--- src/rtl/rgbd_vo_frame_ctrl.sv ---
// rgbd_vo_frame_ctrl: host shadow configuration bank, frame-start commit to the
// active configuration, and a valid/ready raster pixel-coordinate sequencer.
module rgbd_vo_frame_ctrl #(
    parameter int H_SIZE_BW = 10,
    parameter int V_SIZE_BW = 10,
    parameter int FX_BW     = 35,
    parameter int DEPTH_BW  = 16,
    parameter int REG_DW    = 35
) (
    input  logic                 i_clk,
    input  logic                 i_rst,
    input  logic                 i_reg_wvalid,
    output logic                 o_reg_wready,
    input  logic [3:0]           i_reg_waddr,
    input  logic [REG_DW-1:0]    i_reg_wdata,
    input  logic                 i_reg_ren,
    input  logic [3:0]           i_reg_raddr,
    output logic                 o_reg_rvalid,
    output logic [REG_DW-1:0]    o_reg_rdata,
    input  logic                 i_frame_req,
    output logic                 o_frame_start,
    output logic                 o_frame_done,
    output logic                 o_cfg_err,
    output logic                 o_busy,
    output logic                 o_pix_valid,
    input  logic                 i_pix_ready,
    output logic [H_SIZE_BW-1:0] o_pix_x,
    output logic [V_SIZE_BW-1:0] o_pix_y,
    output logic                 o_pix_sof,
    output logic                 o_pix_eol,
    output logic                 o_pix_eof,
    output logic [H_SIZE_BW-1:0] o_cfg_h_size,
    output logic [V_SIZE_BW-1:0] o_cfg_v_size,
    output logic [FX_BW-1:0]     o_cfg_fx,
    output logic [FX_BW-1:0]     o_cfg_fy,
    output logic [FX_BW-1:0]     o_cfg_cx,
    output logic [FX_BW-1:0]     o_cfg_cy,
    output logic [DEPTH_BW-1:0]  o_cfg_depth_max,
    output logic [DEPTH_BW-1:0]  o_cfg_depth_min
);

    localparam logic [3:0] ADDR_DISABLE   = 4'd0;
    localparam logic [3:0] ADDR_H_SIZE    = 4'd1;
    localparam logic [3:0] ADDR_V_SIZE    = 4'd2;
    localparam logic [3:0] ADDR_FX        = 4'd3;
    localparam logic [3:0] ADDR_FY        = 4'd4;
    localparam logic [3:0] ADDR_CX        = 4'd5;
    localparam logic [3:0] ADDR_CY        = 4'd6;
    localparam logic [3:0] ADDR_DEPTH_MAX = 4'd7;
    localparam logic [3:0] ADDR_DEPTH_MIN = 4'd8;

    localparam logic [H_SIZE_BW-1:0] H_SIZE_RST    = H_SIZE_BW'(32'd640);
    localparam logic [V_SIZE_BW-1:0] V_SIZE_RST    = V_SIZE_BW'(32'd480);
    localparam logic [DEPTH_BW-1:0]  DEPTH_MAX_RST = DEPTH_BW'(32'd20000);
    localparam logic [H_SIZE_BW-1:0] H_ZERO        = H_SIZE_BW'(1'b0);
    localparam logic [V_SIZE_BW-1:0] V_ZERO        = V_SIZE_BW'(1'b0);
    localparam logic [H_SIZE_BW-1:0] H_ONE         = H_SIZE_BW'(1'b1);
    localparam logic [V_SIZE_BW-1:0] V_ONE         = V_SIZE_BW'(1'b1);
    localparam logic [FX_BW-1:0]     FX_ZERO       = FX_BW'(1'b0);
    localparam logic [DEPTH_BW-1:0]  DEPTH_ZERO    = DEPTH_BW'(1'b0);

    typedef enum logic [1:0] {
        ST_IDLE   = 2'd0,
        ST_COMMIT = 2'd1,
        ST_RUN    = 2'd2,
        ST_DONE   = 2'd3
    } state_t;

    state_t               state_q, state_d;

    logic                 sh_disable_q, sh_disable_d;
    logic [H_SIZE_BW-1:0] sh_h_q, sh_h_d;
    logic [V_SIZE_BW-1:0] sh_v_q, sh_v_d;
    logic [FX_BW-1:0]     sh_fx_q, sh_fx_d, sh_fy_q, sh_fy_d;
    logic [FX_BW-1:0]     sh_cx_q, sh_cx_d, sh_cy_q, sh_cy_d;
    logic [DEPTH_BW-1:0]  sh_dmax_q, sh_dmax_d, sh_dmin_q, sh_dmin_d;

    logic [H_SIZE_BW-1:0] act_h_q, act_h_d;
    logic [V_SIZE_BW-1:0] act_v_q, act_v_d;
    logic [FX_BW-1:0]     act_fx_q, act_fx_d, act_fy_q, act_fy_d;
    logic [FX_BW-1:0]     act_cx_q, act_cx_d, act_cy_q, act_cy_d;
    logic [DEPTH_BW-1:0]  act_dmax_q, act_dmax_d, act_dmin_q, act_dmin_d;

    logic [H_SIZE_BW-1:0] x_q, x_d;
    logic [V_SIZE_BW-1:0] y_q, y_d;
    logic                 pix_valid_q, pix_valid_d;
    logic                 sof_q, sof_d, eol_q, eol_d, eof_q, eof_d;
    logic                 frame_start_q, frame_start_d;
    logic                 frame_done_q, frame_done_d;
    logic                 cfg_err_q, cfg_err_d;
    logic                 busy_q, busy_d;
    logic                 wready_q, wready_d;
    logic                 rvalid_q, rvalid_d;
    logic [REG_DW-1:0]    rdata_q, rdata_d, rd_mux;

    logic [8:0]           wr_sel;
    logic [H_SIZE_BW-1:0] h_last;
    logic [V_SIZE_BW-1:0] v_last;

    assign h_last = act_h_q - H_ONE;
    assign v_last = act_v_q - V_ONE;

    // Write decode: one-hot per storage register; RESERVED and 10..15 select nothing.
    always_comb begin
        if (i_reg_wvalid && wready_q && (i_reg_waddr <= ADDR_DEPTH_MIN)) begin
            wr_sel = 9'd1 << i_reg_waddr;
        end else begin
            wr_sel = 9'd0;
        end
    end

    // Shadow bank next state: writes keep the low bits of the data bus.
    always_comb begin
        sh_disable_d = wr_sel[0] ? i_reg_wdata[0]              : sh_disable_q;
        sh_h_d       = wr_sel[1] ? i_reg_wdata[H_SIZE_BW-1:0]  : sh_h_q;
        sh_v_d       = wr_sel[2] ? i_reg_wdata[V_SIZE_BW-1:0]  : sh_v_q;
        sh_fx_d      = wr_sel[3] ? i_reg_wdata[FX_BW-1:0]      : sh_fx_q;
        sh_fy_d      = wr_sel[4] ? i_reg_wdata[FX_BW-1:0]      : sh_fy_q;
        sh_cx_d      = wr_sel[5] ? i_reg_wdata[FX_BW-1:0]      : sh_cx_q;
        sh_cy_d      = wr_sel[6] ? i_reg_wdata[FX_BW-1:0]      : sh_cy_q;
        sh_dmax_d    = wr_sel[7] ? i_reg_wdata[DEPTH_BW-1:0]   : sh_dmax_q;
        sh_dmin_d    = wr_sel[8] ? i_reg_wdata[DEPTH_BW-1:0]   : sh_dmin_q;
    end

    // Read path samples the pre-write shadow value, so a same-cycle write returns old data.
    always_comb begin
        case (i_reg_raddr)
            ADDR_DISABLE:   rd_mux = REG_DW'(sh_disable_q);
            ADDR_H_SIZE:    rd_mux = REG_DW'(sh_h_q);
            ADDR_V_SIZE:    rd_mux = REG_DW'(sh_v_q);
            ADDR_FX:        rd_mux = REG_DW'(sh_fx_q);
            ADDR_FY:        rd_mux = REG_DW'(sh_fy_q);
            ADDR_CX:        rd_mux = REG_DW'(sh_cx_q);
            ADDR_CY:        rd_mux = REG_DW'(sh_cy_q);
            ADDR_DEPTH_MAX: rd_mux = REG_DW'(sh_dmax_q);
            ADDR_DEPTH_MIN: rd_mux = REG_DW'(sh_dmin_q);
            default:        rd_mux = REG_DW'(1'b0);
        endcase
        rvalid_d = i_reg_ren;
        rdata_d  = i_reg_ren ? rd_mux : rdata_q;
    end

    // Frame sequencer next state; pixel flags are precomputed for the coordinate being loaded.
    always_comb begin
        state_d       = state_q;
        x_d           = x_q;
        y_d           = y_q;
        pix_valid_d   = pix_valid_q;
        sof_d         = sof_q;
        eol_d         = eol_q;
        eof_d         = eof_q;
        frame_start_d = 1'b0;
        frame_done_d  = 1'b0;
        cfg_err_d     = 1'b0;
        act_h_d       = act_h_q;
        act_v_d       = act_v_q;
        act_fx_d      = act_fx_q;
        act_fy_d      = act_fy_q;
        act_cx_d      = act_cx_q;
        act_cy_d      = act_cy_q;
        act_dmax_d    = act_dmax_q;
        act_dmin_d    = act_dmin_q;
        case (state_q)
            ST_IDLE: begin
                if (i_frame_req && !sh_disable_q) begin
                    if ((sh_h_q == H_ZERO) || (sh_v_q == V_ZERO)) begin
                        cfg_err_d = 1'b1;
                    end else begin
                        state_d       = ST_COMMIT;
                        frame_start_d = 1'b1;
                        act_h_d       = sh_h_q;
                        act_v_d       = sh_v_q;
                        act_fx_d      = sh_fx_q;
                        act_fy_d      = sh_fy_q;
                        act_cx_d      = sh_cx_q;
                        act_cy_d      = sh_cy_q;
                        act_dmax_d    = sh_dmax_q;
                        act_dmin_d    = sh_dmin_q;
                    end
                end else begin
                    state_d = ST_IDLE;
                end
            end
            ST_COMMIT: begin
                state_d     = ST_RUN;
                pix_valid_d = 1'b1;
                x_d         = H_ZERO;
                y_d         = V_ZERO;
                sof_d       = 1'b1;
                eol_d       = (h_last == H_ZERO);
                eof_d       = eol_d && (v_last == V_ZERO);
            end
            ST_RUN: begin
                if (i_pix_ready) begin
                    if (eof_q) begin
                        state_d      = ST_DONE;
                        frame_done_d = 1'b1;
                        pix_valid_d  = 1'b0;
                        sof_d        = 1'b0;
                        eol_d        = 1'b0;
                        eof_d        = 1'b0;
                    end else begin
                        if (eol_q) begin
                            x_d = H_ZERO;
                            y_d = y_q + V_ONE;
                        end else begin
                            x_d = x_q + H_ONE;
                        end
                        sof_d = 1'b0;
                        eol_d = (x_d == h_last);
                        eof_d = eol_d && (y_d == v_last);
                    end
                end else begin
                    state_d = ST_RUN;
                end
            end
            ST_DONE: state_d = ST_IDLE;
            default: state_d = ST_IDLE;
        endcase
        busy_d   = (state_d != ST_IDLE);
        wready_d = (state_d != ST_COMMIT);
    end

    // All state and outputs register here; reset restores shadow and active defaults.
    always_ff @(posedge i_clk) begin
        if (i_rst) begin
            state_q       <= ST_IDLE;
            sh_disable_q  <= 1'b0;
            sh_h_q        <= H_SIZE_RST;
            sh_v_q        <= V_SIZE_RST;
            sh_fx_q       <= FX_ZERO;
            sh_fy_q       <= FX_ZERO;
            sh_cx_q       <= FX_ZERO;
            sh_cy_q       <= FX_ZERO;
            sh_dmax_q     <= DEPTH_MAX_RST;
            sh_dmin_q     <= DEPTH_ZERO;
            act_h_q       <= H_SIZE_RST;
            act_v_q       <= V_SIZE_RST;
            act_fx_q      <= FX_ZERO;
            act_fy_q      <= FX_ZERO;
            act_cx_q      <= FX_ZERO;
            act_cy_q      <= FX_ZERO;
            act_dmax_q    <= DEPTH_MAX_RST;
            act_dmin_q    <= DEPTH_ZERO;
            x_q           <= H_ZERO;
            y_q           <= V_ZERO;
            pix_valid_q   <= 1'b0;
            sof_q         <= 1'b0;
            eol_q         <= 1'b0;
            eof_q         <= 1'b0;
            frame_start_q <= 1'b0;
            frame_done_q  <= 1'b0;
            cfg_err_q     <= 1'b0;
            busy_q        <= 1'b0;
            wready_q      <= 1'b1;
            rvalid_q      <= 1'b0;
            rdata_q       <= REG_DW'(1'b0);
        end else begin
            state_q       <= state_d;
            sh_disable_q  <= sh_disable_d;
            sh_h_q        <= sh_h_d;
            sh_v_q        <= sh_v_d;
            sh_fx_q       <= sh_fx_d;
            sh_fy_q       <= sh_fy_d;
            sh_cx_q       <= sh_cx_d;
            sh_cy_q       <= sh_cy_d;
            sh_dmax_q     <= sh_dmax_d;
            sh_dmin_q     <= sh_dmin_d;
            act_h_q       <= act_h_d;
            act_v_q       <= act_v_d;
            act_fx_q      <= act_fx_d;
            act_fy_q      <= act_fy_d;
            act_cx_q      <= act_cx_d;
            act_cy_q      <= act_cy_d;
            act_dmax_q    <= act_dmax_d;
            act_dmin_q    <= act_dmin_d;
            x_q           <= x_d;
            y_q           <= y_d;
            pix_valid_q   <= pix_valid_d;
            sof_q         <= sof_d;
            eol_q         <= eol_d;
            eof_q         <= eof_d;
            frame_start_q <= frame_start_d;
            frame_done_q  <= frame_done_d;
            cfg_err_q     <= cfg_err_d;
            busy_q        <= busy_d;
            wready_q      <= wready_d;
            rvalid_q      <= rvalid_d;
            rdata_q       <= rdata_d;
        end
    end

    assign o_reg_wready    = wready_q;
    assign o_reg_rvalid    = rvalid_q;
    assign o_reg_rdata     = rdata_q;
    assign o_frame_start   = frame_start_q;
    assign o_frame_done    = frame_done_q;
    assign o_cfg_err       = cfg_err_q;
    assign o_busy          = busy_q;
    assign o_pix_valid     = pix_valid_q;
    assign o_pix_x         = x_q;
    assign o_pix_y         = y_q;
    assign o_pix_sof       = sof_q;
    assign o_pix_eol       = eol_q;
    assign o_pix_eof       = eof_q;
    assign o_cfg_h_size    = act_h_q;
    assign o_cfg_v_size    = act_v_q;
    assign o_cfg_fx        = act_fx_q;
    assign o_cfg_fy        = act_fy_q;
    assign o_cfg_cx        = act_cx_q;
    assign o_cfg_cy        = act_cy_q;
    assign o_cfg_depth_max = act_dmax_q;
    assign o_cfg_depth_min = act_dmin_q;

endmodule

--- config.mk ---
export PLATFORM = sky130hd
export DESIGN_NAME = rgbd_vo_frame_ctrl
export DESIGN_NICKNAME = d
export VERILOG_FILES = /design/src/rtl/rgbd_vo_frame_ctrl.sv
export SDC_FILE = /design/constraint.sdc
export NUM_CORES = 1
export LEC_CHECK = 0
export CAP_MARGIN = 20
export CORE_MARGIN = 2
export CORE_UTILIZATION = 30
export CTS_CLUSTER_DIAMETER = 60
export DETAILED_ROUTE_END_ITERATION = 6
export PLACE_DENSITY_LB_ADDON = 0.2
export SYNTH_ARGS = -nofsm -noshare
export SYNTH_HDL_FRONTEND = slang
export SYNTH_SLANG_ARGS = --single-unit
--- constraint.sdc ---
create_clock -name i_clk -period 2.8 [get_ports i_clk]
set_clock_uncertainty 0.2 [all_clocks]
set_input_delay 0.56 -clock i_clk [delete_from_list [all_inputs] [get_ports i_clk]]
set_output_delay 0.56 -clock i_clk [all_outputs]
set_load 0.02 [all_outputs]
---- After elaboration in Yosys (flattened, before gate mapping) ----
Index checks and enable logic that the tools add are counted.
word-level totals
  bits in registers ....................... 452
  input port bits ......................... 49
  output and inout bits ................... 257
  word-level logic and storage cells ...... 115
operators by class
  $add $sub $neg .......................... 4
  order comparisons ....................... 1
  equal/unequal tests ..................... 17
  shift-type cells ........................ 1
  muxes and demuxes ....................... 35
  bitwise gates (word level) .............. 5
  reductions and logical operators ........ 21
operator list
  cell                     number
  $pmux W35 S9             1
  $mux W10                 12
  $logic_not A10 Y1        4
  $pmux W10 S2             2
  $add A10 B1 Y10 const B  2
  $eq A10 B10 Y1           2
  $sub A10 B1 Y10 const B  2
  $eq A4 B3 Y1 const B     4
  $mux W1                  10
  $mux W9                  1
  $reduce_and A3 Y1        3
  $shl A1 B4 Y9 const A    1
  $eq A4 B2 Y1 const B     2
  $mux W2                  4
  $pmux W1 S2              4
  $pmux W2 S4              1
  $ne A2 B2 Y1 const B     3
  $reduce_or A3 Y1         2
  $logic_and A1 B1 Y1      5
  $not A1 Y1               5
  $eq A2 B2 Y1 const B     2
  $eq A4 B1 Y1 const B     1
  $eq A4 B4 Y1 const B     1
  $le A4 B4 Y1 const B     1
  other kinds (8)          9

---- Longest topological paths before layout ----
  depth after elaboration ................. 10
  depth in mapped cells ................... 9
  mapped depth without buffers ............ 9

---- Least setup slack after synthesis ----
Ideal clock, no wire load.
  kind .................................... register to register
  start point ............................. reg act_h_q[0] (netlist: o_cfg_h_size[0])
  end point ............................... reg eof_q (netlist: o_pix_eof)
  library setup time ...................... 96 ps
  data arrival time ....................... 2,215 ps
  required time ........................... 2,504 ps
  path slack .............................. 289 ps
  cell stages (with the launch flop) ...... 8
  path buffers ............................ 0
  period minus slack after synthesis ...... 2,511 ps
  cells stage by stage .................... dfxtp_1 -> or4_1 -> nor4_1 -> xnor2_1 -> xnor2_1 -> nor4_1 -> o2111ai_1 -> o41ai_2
between the ends
  cells in the longest elaborated chain, start to end .. 6
  elaborated cells between the ends (all ways) .. 8
  classes of those cells .................. add/sub (1); eq/ne (1); mux (3); reduce/logical (3)
RTL lines
  element                 line  text
  from (decl)             78    logic [H_SIZE_BW-1:0] act_h_q, act_h_d;
  from (signal assigned)  269   act_h_q <= act_h_d;
  $sub A10 B1 Y10 (*)     100   assign h_last = act_h_q - H_ONE;
  $eq A10 B10 Y1          210   eol_d = (x_d == h_last);
  $logic_and A1 B1 Y1     211   eof_d = eol_d && (y_d == v_last);
  $mux W1                 195   if (eof_q) begin
  $mux W1                 194   if (i_pix_ready) begin
  $pmux W1 S2 (*)         163   case (state_q)
  to (signal assigned)    282   eof_q <= eof_d;
  to (decl)               87    logic sof_q, sof_d, eol_q, eol_d, eof_q, eof_d;
Mark *: on every way between the ends. The rest lies on a longest branch, timed or not. The select of a mux whose other input is x is not followed.
A chain may end at the register's enable or synchronous reset.

---- Worst setup path after layout ----
Ends and elaborated chain as after synthesis.

==> out/metrics.csv <==
metric;value;unit
YS warnings;0;
commonest cells after routing, fill and taps aside;nand2_1 (763), dfxtp_1 (452), a21oi_1 (426);
Worst Reg-to-Reg Cells;7;
Worst path top cell family by delay;simple AND/OR/NAND/NOR gates;
GRT Overall Usage;0.219;
Peak Freq;383;MHz
EDFF count, synth;0;
ys flop type;dfxtp_1;
wire per inst;20.4;um
Die X;247;um
Max Fanout on Critical Path;3;
max-slew violations;0;
Layout Cell Area excl Fill;23800;um^2
CTS Buffer Depth;3;
buffer count from post-CTS setup fixing;0;
Starting DRT DRC Count;1435;
Vias;17100;
Core Area;57900;um^2
fin nets;2604;
routed wire length;68300;um
Post-route DRC;0;
num rows;88;
post-synthesis net count;2315;
Setup crit end kind;flip-flop;
leak pwr;7.96;nW
1st-pass router iterations;6;
Req. time, crit path;3.08;ns
RSZ-0062 raised after global routing;false;
DR vias/cell;5.12;
Post-Syn Area;17700;um^2
worst hold-check path type;input pin to flip-flop;
commonest non-fill, non-tap cell in the layout;nand2_1;
post-synthesis sequential area ratio;0.513;
Max Cap Viol;0;
Hold Path Depth;2;
total CTS buffers;52;
Syn Area/Cell;7.82;um^2
final-report setup violation count;0;
clk slew on worst S/H paths;0.06;ns
Pwr Density;614;nW/um^2
I/O pins;306;
top sig layer;met5;
status;finished, final reports clean;
WS Path Type;flip-flop to flip-flop;
final cell count without fillers;3348;
Root Driver;clkbuf_16;
height of the die;247;um
M1 wire length;29700;um
GRT overflow;0;
Slew HR;0.297;
met3 WL;5610;um
dpl cell area;22000;um^2
#FFs+latches synth;452;
unique cell type count in the Yosys netlist;55;
H-tree depth;2;
CP Buf/Inv Count;0;
Crit path depth;7;
Port Buf Inserts;305;
CTS Sinks;452;
Synth-to-Final Area Change;34.6;%
die outline area;60800;um^2
final worst-path cycle share;0.933;
hold_ws;0.223;ns
placer congestion estimate;0.880;
Worst Path Arrival;2.89;ns
CP max stage cell;or4_1;
CTS tree;yes;
worst reg2reg setup slack;0.19;ns
vias in the first global route;16500;
Pwr Total;0.0146;W
peak supply drop;0.412;mV
# hold bufs at CTS;0;
crit-path max cell delay;0.60;ns
detailed-placement wirelength estimate;46700;um
met2 routed WL;31300;um
cell chain of the critical path;or4_1 > nor4_2 > xnor2_1 > xnor2_1 > nor4_2 > o2111ai_1 > o41ai_2;
largest net degree at the start of global routing;125;
Worst-Margin Slew;1.05;ns
min Tclk post-route;2.61;ns
CTS-repair resized insts;0;
Skew-Pair Late Insertion Delay;0.60;ns
Async SR Flop Fraction;0;
Initial Util;0.305;
Antenna Nets Post-Route;0;
initial antenna violation count;5;
final core utilization;0.410;
CP Launch Type;flip-flop;
share of cells above drive strength 1;0.0790;
Synth Instances;2256;
global-route wire length before repair;103000;um
DP Cell Count;3256;
Hold Vio Cnt, Final;0;
-- synthesized netlist by cell type, types with 2 or more instances --
library cell,number,area (um^2)
and3_1,3,18.8
nand2_1,764,2870
a222oi_1,11,110
or3_1,4,25.0
inv_1,18,67.6
clkbuf_8,2,27.5
a2111oi_0,2,17.5
a22oi_1,64,480
o21ai_0,10,50.1
buf_2,17,85.1
clkbuf_1,139,522
a221oi_1,10,87.6
a31oi_1,19,119
xnor2_1,31,272
and2_1,2,12.5
mux2i_1,12,120
a211o_1,6,52.6
a21o_1,3,22.5
or2_2,2,12.5
dfxtp_1,452,9050
nand4_1,3,18.8
nor2b_1,3,18.8
buf_1,2,7.51
a22o_1,9,78.8
nor4_1,10,62.6
nand2b_1,5,31.3
nor3_1,18,90.1
nor3b_1,7,52.6
nand3b_1,21,158
ha_1,10,125
a21oi_1,426,2130
nor2_1,114,428
or4_1,4,30.0
xor2_1,14,123
nand3_1,19,95.1
-- flip-flops by register name (all words and copies together), names as in the netlist, 16 cells and up --
register	flops
o_cfg_fy	35
sh_dmax_q	16
sh_fx_q	35
o_cfg_cx	35
o_cfg_depth_max	16
sh_cy_q	35
sh_cx_q	35
o_reg_rdata	35
sh_fy_q	35
o_cfg_fx	35
o_cfg_depth_min	16
sh_dmin_q	16
o_cfg_cy	35
-- through the flow --
step | setup TNS, ns | worst slack, ns
floorplan | 0 | 0.289
global placement | -4.53 | -0.359
detailed placement | -3.42 | -0.225
CTS | 0 | 0.0334
global route | 0 | 0.0345
finish | 0 | 0.189
-- kinds of logic after synthesis --
| logic type | count (synthesis) | synth area share |
|---|---|---|
| simple gates | 985 | 0.225 |
| compound gates | 570 | 0.184 |
| flops | 452 | 0.513 |
| buf+inv | 181 | 0.0415 |
| xor+xnor | 45 | 0.0223 |
| mux | 13 | 0.00744 |
| fa+ha+maj | 10 | 0.00709 |
-- worst paths after layout --
kind / end / start
max: o_pix_eof$_SDFFE_PP0P_ / o_cfg_h_size[0]$_SDFFE_PP0P_
min: o_pix_sof$_SDFFE_PP0P_ / i_rst
max reg2reg: o_pix_eof$_SDFFE_PP0P_ / o_cfg_h_size[0]$_SDFFE_PP0P_
min reg2reg: o_cfg_fy[31]$_SDFFE_PP0P_ / o_cfg_fy[31]$_SDFFE_PP0P_
-- power breakdown --
| part | total (W) | switching (W) | internal [W] | leakage, nW |
|---|---|---|---|---|
| sequential | 0.00660 | 0.0000807 | 0.00652 | 3.65 |
| combinational | 0.00121 | 0.000802 | 0.000410 | 3.47 |
| clock | 0.00677 | 0.00280 | 0.00397 | 0.841 |
| total | 0.0146 | 0.00368 | 0.0109 | 7.96 |
-- cell type report --
| class | count | area (um^2) |
|---|---|---|
| tap | 765 | 957 |
| fill | 5980 | 34200 |
| clock buffer | 73 | 1520 |
| clock inverter | 18 | 175 |
| inverter | 19 | 71.3 |
| multi-input combinational | 1623 | 7970 |
| timing repair buffer | 397 | 4020 |
| sequential | 452 | 9050 |
| antenna | 1 | 2.50 |
-- routing by layer --
layer  up-vias  global-route usage
li1       8166                   -
met1      8262               0.290
met2       595               0.350
met3        97              0.0557
met4         6              0.0654
met5         -                   0
(Power assumes the default switching activity.)
